## config.mk

```make
export PLATFORM = sky130hd
export DESIGN_NAME = uart_rx_frame_ctrl_flat
export DESIGN_NICKNAME = d
export VERILOG_FILES = /design/src/rtl/uart_rx_frame_ctrl_if.sv /design/src/rtl/uart_rx_frame_ctrl.sv /design/src/flat_wrapper.sv
export SDC_FILE = /design/constraint.sdc
export NUM_CORES = 1
export LEC_CHECK = 0
export CAP_MARGIN = 20
export CORE_MARGIN = 2
export CORE_UTILIZATION = 40
export DETAILED_ROUTE_END_ITERATION = 7
export SYNTH_ARGS = -nofsm -noshare
export SYNTH_HDL_FRONTEND = slang
export SYNTH_SLANG_ARGS = --single-unit
```

## constraint.sdc

```tcl
create_clock -name clk -period 3.1 [get_ports clk]
set_input_delay 0.31 -clock clk [delete_from_list [all_inputs] [get_ports clk]]
set_output_delay 0.31 -clock clk [all_outputs]
set_load 0.03 [all_outputs]
```

## src/rtl/uart_rx_frame_ctrl_if.sv

```systemverilog
// Byte-stream in, framed payload out: the link between the UART
// receiver side, the frame controller and the payload consumer.
interface uart_rx_frame_ctrl_if;
  logic [7:0] iData;
  logic       iValid;
  logic       iRdEn;
  logic [7:0] oData;
  logic       oDataValid;
  logic       oFrameReady;
  logic [7:0] oLen;
  logic       oErrLen;
  logic       oErrCsum;
  logic       oErrTimeout;
  logic       oDrop;
  logic       oBusy;

  modport master (
    output iData, iValid, iRdEn,
    input  oData, oDataValid, oFrameReady, oLen,
    input  oErrLen, oErrCsum, oErrTimeout, oDrop, oBusy
  );

  modport slave (
    input  iData, iValid, iRdEn,
    output oData, oDataValid, oFrameReady, oLen,
    output oErrLen, oErrCsum, oErrTimeout, oDrop, oBusy
  );
endinterface

```

## src/rtl/uart_rx_frame_ctrl.sv

```systemverilog
// Frames SYNC/LEN/PAYLOAD/CSUM packets from the UART byte strobe,
// buffers the payload and hands it out one byte per read request.
module uart_rx_frame_ctrl #(
  parameter logic [7:0] SYNC_BYTE = 8'hA5,
  parameter int         MAX_LEN   = 16,
  parameter int         TIMEOUT   = 1000
) (
  input logic            clk,
  input logic            reset,
  uart_rx_frame_ctrl_if.slave bus
);

  localparam int         TW   = $clog2(TIMEOUT);
  localparam int         AW   = (MAX_LEN > 1) ? $clog2(MAX_LEN) : 1;
  localparam logic [7:0] MAXL = 8'(MAX_LEN);

  typedef enum logic [2:0] {
    IDLE, LEN, PAYLOAD, CSUM, READY
  } state_t;

  state_t        state, state_d;
  logic [7:0]    len, sum, cnt, rdptr;
  logic [7:0]    mem [MAX_LEN];
  logic [TW-1:0] tcnt;

  logic active, expire, len_ok, csum_ok;
  logic rd, last_rd, wr;
  logic err_len_d, err_csum_d, err_to_d, drop_d;

  assign active  = (state == LEN) || (state == PAYLOAD) ||
                   (state == CSUM);
  assign expire  = active && !bus.iValid &&
                   (tcnt == TW'(TIMEOUT - 1));
  assign len_ok  = (bus.iData != 8'd0) && (bus.iData <= MAXL);
  assign csum_ok = (bus.iData == sum);
  assign rd      = (state == READY) && bus.iRdEn;
  assign last_rd = rd && (rdptr == len - 8'd1);
  assign wr      = (state == PAYLOAD) && bus.iValid;
  assign bus.oBusy = active;

  always_ff @(posedge clk) begin
    if (reset) state <= IDLE;
    else       state <= state_d;
  end

  always_comb begin
    state_d = state;
    unique case (state)
      IDLE:
        if (bus.iValid && bus.iData == SYNC_BYTE)
          state_d = LEN;
      LEN:
        if (expire) state_d = IDLE;
        else if (bus.iValid)
          state_d = len_ok ? PAYLOAD : IDLE;
      PAYLOAD:
        if (expire) state_d = IDLE;
        else if (bus.iValid && cnt == len - 8'd1)
          state_d = CSUM;
      CSUM:
        if (expire) state_d = IDLE;
        else if (bus.iValid)
          state_d = csum_ok ? READY : IDLE;
      READY:
        if (last_rd) state_d = IDLE;
      default: state_d = IDLE;
    endcase
  end

  always_comb begin
    err_len_d  = 1'b0;
    err_csum_d = 1'b0;
    err_to_d   = expire;
    drop_d     = 1'b0;
    unique case (1'b1)
      (state == LEN):
        err_len_d  = bus.iValid && !len_ok;
      (state == CSUM):
        err_csum_d = bus.iValid && !csum_ok;
      (state == READY):
        drop_d     = bus.iValid;
      default: ;
    endcase
  end

  // Payload buffer carries no reset; its contents only matter once framed.
  always_ff @(posedge clk) begin
    if (wr) mem[cnt[AW-1:0]] <= bus.iData;
  end

  always_ff @(posedge clk) begin
    if (reset) begin
      len             <= '0;
      sum             <= '0;
      cnt             <= '0;
      rdptr           <= '0;
      tcnt            <= '0;
      bus.oData       <= '0;
      bus.oDataValid  <= 1'b0;
      bus.oFrameReady <= 1'b0;
      bus.oLen        <= '0;
      bus.oErrLen     <= 1'b0;
      bus.oErrCsum    <= 1'b0;
      bus.oErrTimeout <= 1'b0;
      bus.oDrop       <= 1'b0;
    end else begin
      tcnt <= (active && !bus.iValid && !expire) ?
              tcnt + 1'b1 : '0;
      if (state == LEN && bus.iValid && len_ok) begin
        len <= bus.iData;
        sum <= bus.iData;
        cnt <= '0;
      end
      if (wr) begin
        sum <= sum + bus.iData;
        cnt <= cnt + 8'd1;
      end
      if (rd) begin
        bus.oData <= mem[rdptr[AW-1:0]];
        rdptr     <= last_rd ? 8'd0 : rdptr + 8'd1;
      end
      bus.oDataValid  <= rd;
      bus.oFrameReady <= (state_d == READY);
      bus.oLen        <= (state_d == READY) ? len : 8'd0;
      bus.oErrLen     <= err_len_d;
      bus.oErrCsum    <= err_csum_d;
      bus.oErrTimeout <= err_to_d;
      bus.oDrop       <= drop_d;
    end
  end

endmodule

```

## src/flat_wrapper.sv

```systemverilog
// flat-port wrapper written by rule: the top's interface ports become plain ports
module uart_rx_frame_ctrl_flat 
#(
  parameter logic [7:0] SYNC_BYTE = 8'hA5,
  parameter int         MAX_LEN   = 16,
  parameter int         TIMEOUT   = 1000
)
  (clk, reset, bus_iData, bus_iValid, bus_iRdEn, bus_oData, bus_oDataValid, bus_oFrameReady, bus_oLen, bus_oErrLen, bus_oErrCsum, bus_oErrTimeout, bus_oDrop, bus_oBusy);
  uart_rx_frame_ctrl_if bus_i ();
  input logic clk;
  input logic reset;
  input wire logic [$bits(bus_i.iData)-1:0] bus_iData;
  input wire logic [$bits(bus_i.iValid)-1:0] bus_iValid;
  input wire logic [$bits(bus_i.iRdEn)-1:0] bus_iRdEn;
  output wire logic [$bits(bus_i.oData)-1:0] bus_oData;
  output wire logic [$bits(bus_i.oDataValid)-1:0] bus_oDataValid;
  output wire logic [$bits(bus_i.oFrameReady)-1:0] bus_oFrameReady;
  output wire logic [$bits(bus_i.oLen)-1:0] bus_oLen;
  output wire logic [$bits(bus_i.oErrLen)-1:0] bus_oErrLen;
  output wire logic [$bits(bus_i.oErrCsum)-1:0] bus_oErrCsum;
  output wire logic [$bits(bus_i.oErrTimeout)-1:0] bus_oErrTimeout;
  output wire logic [$bits(bus_i.oDrop)-1:0] bus_oDrop;
  output wire logic [$bits(bus_i.oBusy)-1:0] bus_oBusy;
  assign bus_i.iData = bus_iData;
  assign bus_i.iValid = bus_iValid;
  assign bus_i.iRdEn = bus_iRdEn;
  assign bus_oData = bus_i.oData;
  assign bus_oDataValid = bus_i.oDataValid;
  assign bus_oFrameReady = bus_i.oFrameReady;
  assign bus_oLen = bus_i.oLen;
  assign bus_oErrLen = bus_i.oErrLen;
  assign bus_oErrCsum = bus_i.oErrCsum;
  assign bus_oErrTimeout = bus_i.oErrTimeout;
  assign bus_oDrop = bus_i.oDrop;
  assign bus_oBusy = bus_i.oBusy;
  uart_rx_frame_ctrl #(.SYNC_BYTE(SYNC_BYTE), .MAX_LEN(MAX_LEN), .TIMEOUT(TIMEOUT)) u_core (.clk(clk), .reset(reset), .bus(bus_i));
endmodule
```

Word level (Yosys, flattened, before mapping)
Memory sizes are Yosys's and may differ from the RTL's. A register that Yosys moved wholly into a read port is not among the register bits. Index checks and enable logic that the tools add are counted.

Add/subtract/negate cells: 5. Order comparisons: 1. Equality and inequality tests: 10. Mux-type cells: 18. Bitwise gates (word level): 5. Reduce and logical (&&, ||, !) cells: 27.

Operator list (count): $mux W8 (5); $mux W3 (9); $eq A8 B8 Y1 (3); $add A8 B1 Y8 const B (2); $pmux W3 S5 (1); $logic_and A1 B1 Y1 (13); $add A10 B1 Y10 const B (1); $eq A10 B10 Y1 const B (1); $reduce_or A2 Y1 (5); $add A8 B8 Y8 (1); $eq A8 B8 Y1 const B (1); $le A8 B5 Y1 const B (1); $reduce_bool A8 Y1 (1); $sub A8 B1 Y8 const B (1); $eq A3 B2 Y1 const B (2); $eq A3 B3 Y1 const B (2); $not A1 Y1 (5); $logic_not A1 Y1 (4); $eq A3 B1 Y1 const B (1); $logic_not A3 Y1 (1); $logic_or A1 B1 Y1 (2); $mux W1 (2); $mux W2 (1); $reduce_bool A2 Y1 (1).

Register bits: 59. RAM bits: 128. Bits of input ports: 12. Output and inout bits: 23. Logic and storage cells: 80. Memories kept: 1.

Memory list: u_core.mem (words 16, width 8, rd ports 1, clocked after Yosys merged registers in 1, write ports 1, line uart_rx_frame_ctrl.sv:23) `logic [7:0] mem [MAX_LEN];`.

Logic depth before layout (Yosys ltp)
Depth in word-level cells: 10. Mapped depth: 10. Depth with buffers taken out: 9.

Worst setup path after synthesis
No wires, ideal clock.

Kind: register to register. Start: register u_core.len[0]. End: register u_core.bus.oLen[0]. Data arrival time: 2331 ps. Data required time: 2969 ps. Setup slack: 637 ps. Stages on the path, launching flop included: 10. Path through: dfxtp_1 clkbuf_2 inv_1 ha_1 xor2_1 nand2_1 or4_1 a2111o_1 o2111ai_4 a21oi_1.

Cells in the longest elaborated chain, start to end: 9.

RTL lines: start, declared (line uart_rx_frame_ctrl.sv:22) `logic [7:0] len, sum, cnt, rdptr;`; start signal, assigned (line uart_rx_frame_ctrl.sv:110) `len <= bus.iData;`; $sub A8 B1 Y8 (line uart_rx_frame_ctrl.sv:37, uart_rx_frame_ctrl.sv:58); $eq A8 B8 Y1 (line uart_rx_frame_ctrl.sv:58) `else if (bus.iValid && cnt == len - 8'd1)`; $logic_and A1 B1 Y1 (line uart_rx_frame_ctrl.sv:58); $mux W3 (line uart_rx_frame_ctrl.sv:58); $mux W3 (line uart_rx_frame_ctrl.sv:57) `if (expire) state_d = IDLE;`; $pmux W3 S5 (line uart_rx_frame_ctrl.sv:48) `unique case (state)`; $eq A3 B3 Y1 (line uart_rx_frame_ctrl.sv:124) `bus.oLen <= (state_d == READY) ? len : 8'd0;`; $not A1 Y1 (no source line); $reduce_or A2 Y1 (no source line); end signal, assigned (line uart_rx_frame_ctrl.sv:124); end, declared (line uart_rx_frame_ctrl_if.sv:25) `output oData, oDataValid, oFrameReady, oLen,`.

Parallel ways exist; a longest one is shown, timed or not. A chain may end at the register's enable or synchronous reset.

Worst setup path after layout
Start: register u_core.len[0]. End: register u_core.bus.oLen[7].

Cells in the longest elaborated chain, start to end: 9.

RTL lines (line): $sub A8 B1 Y8 * (uart_rx_frame_ctrl.sv:37, uart_rx_frame_ctrl.sv:58); $eq A8 B8 Y1 (uart_rx_frame_ctrl.sv:58); $logic_and A1 B1 Y1 (uart_rx_frame_ctrl.sv:58); $mux W3 (uart_rx_frame_ctrl.sv:58); $mux W3 (uart_rx_frame_ctrl.sv:57); $pmux W3 S5 * (uart_rx_frame_ctrl.sv:48); $eq A3 B3 Y1 * (uart_rx_frame_ctrl.sv:124); $not A1 Y1 (no source line) *; $reduce_or A2 Y1 (no source line) *.

Every way passes the cells marked *; elsewhere a longest branch is shown, timed or not.

==> impl_metrics.py <==
metrics = {
    "global_route": {
        "antenna_found_initial": 0,
        "grt_pass1_vias": 5426,
        "grt-ovfl-total": 0,
        "grtUsageTotal": 0.176,
        "grt_pass1_wl_mm": 29.7,
        "grt_max_degree": 40,
    },
    "finish": {
        "final_core_util": 0.470,
        "drive_above_1_share": 0.175,
        "n_antenna_cell": 0,
        "area_growth_pct": 16.2,
        "fin_nets": 715,
        "final_cells": 976,
    },
    "synth": {
        "syn_area_sq_um": 8430,
        "synth_cells": 631,
        "synth_warnings": 0,
        "synth-compound-area-share": 0.0686,
        "synth-simple-area-share": 0.120,
        "synth_xor_area_frac": 0.0374,
        "synth_adder_area_share": 0.0232,
        "post-synth-top-area-cell": "edfxtp_1",
        "syn_area_per_cell_sq_um": 13.4,
        "yosys-top-cells-count": "edfxtp_1, dfxtp_1, nand2_1, nor2_1, mux4_2",
        "ys_async_sr_fraction": 0,
        "synthMuxAreaShare": 0.108,
        "yosysMostFrequentCell": "edfxtp_1",
        "ys_top_cells_by_area": "edfxtp_1, dfxtp_1, mux4_2",
        "ys_ff_latch": 195,
        "synth_top_cell_area_share": 0.456,
        "synth_nets": 658,
        "synthFlopType": "edfxtp_1",
        "ys_types": 60,
        "synth-edff-count": 128,
        "ys_seq_area_frac": 0.615,
        "synth_top_family_by_area": "simple AND/OR/NAND/NOR gates",
    },
    "worst_setup_path": {
        "reg2reg_from": "u_core.len[0]",
        "reg2reg_to": "u_core.bus.oLen[7]",
        "r2r_setup_slack_ns": 0.29,
        "worstPathRequired_ns": 3.39,
        "critical-path-top-delay-family": "compound AO/OA/AOI/OAI gates",
        "slowest_stage": "dfxtp_1",
        "crit_buf_inv": 1,
        "cp_max_fo": 10,
        "worst-setup-path-type": "reg -> reg",
        "cp_cell_sequence": "inv_1 -> ha_1 -> xor2_1 -> nand2_1 -> or4_1 -> a2111o_1 -> o2111ai_4 -> a21boi_1",
        "crit_path_end_kind": "flop",
        "critPathMaxStageDelay_ns": 0.47,
        "reg2reg_depth": 8,
        "cp.arrival_ns": 3.10,
        "cp-start-kind": "flop",
    },
    "sta": {
        "min_period_over_period": 0.906,
        "tightest_slew_ns": 0.693,
        "setup_violations": 0,
        "fmax_mhz": 356,
        "worst_slack_ns": 0.293,
        "fin_tns_setup_ns": 0,
        "relSlewSlack": 0.536,
        "period_needed_ns": 2.81,
        "rsz0062_at_grt": "false",
        "fin_skew_ns": 0.00653,
        "hold_viol_final": 0,
        "holdWs_ns": 0.448,
        "slew_viol_final": 0,
    },
    "worst_hold_path": {
        "hold-path-cell-count": 1,
        "holdPathEnd": "u_core.tcnt[0]",
        "hold_path.class": "reg -> reg",
        "min_from": "u_core.tcnt[0]",
    },
    "flow_run": {
        "maxCapViolations": 0,
    },
    "clock_tree": {
        "clkLatencyLatePin_ns": 0.43,
        "cts-root-buf": "clkbuf_16",
        "cts_buffer_depth": 2,
        "clk_pin_slew_ns": 0.07,
        "clock-sinks": 195,
        "cts_tree": "done",
        "ctsHtreeMaxLevel": 4,
        "numCtsBuffers": 17,
        "cts_setup_buffers": 0,
        "cts_resized": 0,
        "ctsHoldBuffers": 0,
    },
    "drt": {
        "routed-via-count": 5359,
        "drcViolationCount": 0,
        "wl_per_cell_microns": 18.9,
        "drtAntennaViolNets": 0,
        "vias_per_cell": 5.49,
        "wirelength_mm": 18.5,
        "dr.pass1.iters": 7,
        "drt_iter0_drc": 501,
    },
    "floorplan": {
        "die_y_microns": 149,
        "ioPinCount": 35,
        "dieWidth_microns": 149,
        "start_util": 0.405,
        "std_cell_rows": 53,
        "core_area_sq_um": 20800,
        "die_area_sq_um": 22200,
    },
    "placed_design": {
        "numPortBuffers": 34,
        "hpwlAfterDp_mm": 12.9,
        "dp_cells": 944,
        "preCtsSetupSlack_ns": 0.309,
        "gp_congestion": 0.878,
    },
    "run_status": {
        "outcome": "finished clean",
    },
    "power": {
        "vdd_drop_max_v": 0.000293,
        "p_per_area_nw_per_um2": 504,
        "power_leakage_nw": 3.19,
    },
}
layout make-up:
class | instances | area (sq um)
tap | 275 | 344
timing repair buffer | 73 | 633
inverter | 16 | 60.1
clock inverter | 14 | 123
multi-input combinational | 385 | 3020
clock buffer | 18 | 429
fill | 1846 | 11000
sequential | 195 | 5190
sequential cells by signal, indices dropped and copies added, names as in the netlist:
name and count:
u_core.bus.oData 8, u_core.bus.oErrCsum 1, u_core.bus.oDataValid 1, u_core.state 3
u_core.sum 8, u_core.cnt 8, u_core.bus.oErrLen 1, u_core.mem 128
u_core.rdptr 8, u_core.bus.oErrTimeout 1, u_core.len 8, u_core.bus.oLen 8
u_core.bus.oDrop 1, u_core.bus.oFrameReady 1, u_core.tcnt 10
kinds of logic after synthesis:
kind of cell             after synthesis
multiplexers                          41
XOR/XNOR                              36
flip-flops                           195
AND/OR/NAND/NOR                      203
AO/OA/AOI/OAI                         90
buffers and inverters                 51
adder cells (fa/ha/maj)               15
stage by stage:
step,instance area [sq um],power [mW]
6_report,9800,4.93
5_1_grt,9800,5.08
4_1_cts,9800,4.98
3_5_place_dp,9240,2.91
3_3_place_gp,9240,2.90
2_1_floorplan,8430,2.85
worst reg2reg max path: stages, from the launching register on:
cell and delay, ns:
dfxtp_1 0.47, inv_1 0.10, ha_1 0.38, xor2_1 0.23
nand2_1 0.08, or4_1 0.47, a2111o_1 0.47, o2111ai_4 0.35
a21boi_1 0.13
worst max path at each step:
| stage | startpoint | depth (start not counted) | endpoint | slack [ns] |
|---|---|---|---|---|
| after floorplan | u_core.len[0] | 9 | u_core.bus.oLen[0] | 0.64 |
| after global placement | bus_iData[4] | 7 | u_core.bus.oLen[0] | 0.39 |
| after detailed placement | bus_iData[0] | 7 | u_core.bus.oLen[3] | 0.31 |
| after CTS | u_core.len[0] | 8 | u_core.bus.oLen[4] | 0.33 |
| after global routing | u_core.len[0] | 8 | u_core.bus.oLen[5] | 0.21 |
| final | u_core.len[0] | 8 | u_core.bus.oLen[7] | 0.29 |
routing by layer:
layer,routed length (microns),track usage
met5,0,0
met4,149,0.0467
met3,810,0.0266
met2,9290,0.298
met1,8210,0.240
report_power, final:
part	leakage [nW]	switching [mW]	internal (mW)	total, mW
clock	0.278	0.965	1.12	2.08
sequential	1.69	0.0000580	2.76	2.76
combinational	1.23	0.0588	0.0295	0.0883
total	3.19	1.02	3.91	4.93
layout by cell type, fill, tap and decap left out, types with 5 or more instances in the layout:
cell type          n
a21boi_1           5
nor2_1            44
mux4_2            40
xnor2_1           17
xor2_1            19
a21oi_1           35
buf_4             39
inv_1             16
nand3_1           22
clkdlybuf4s50_1   34
and3_1             5
ha_1              14
edfxtp_1         128
o21ai_0           19
nand2_1           61
nor3_1            18
or3_1              8
clkbuf_16         17
nand2b_1           6
a31oi_1            8
dfxtp_1           66
nand4_1           10
(Power assumes the default switching activity.)
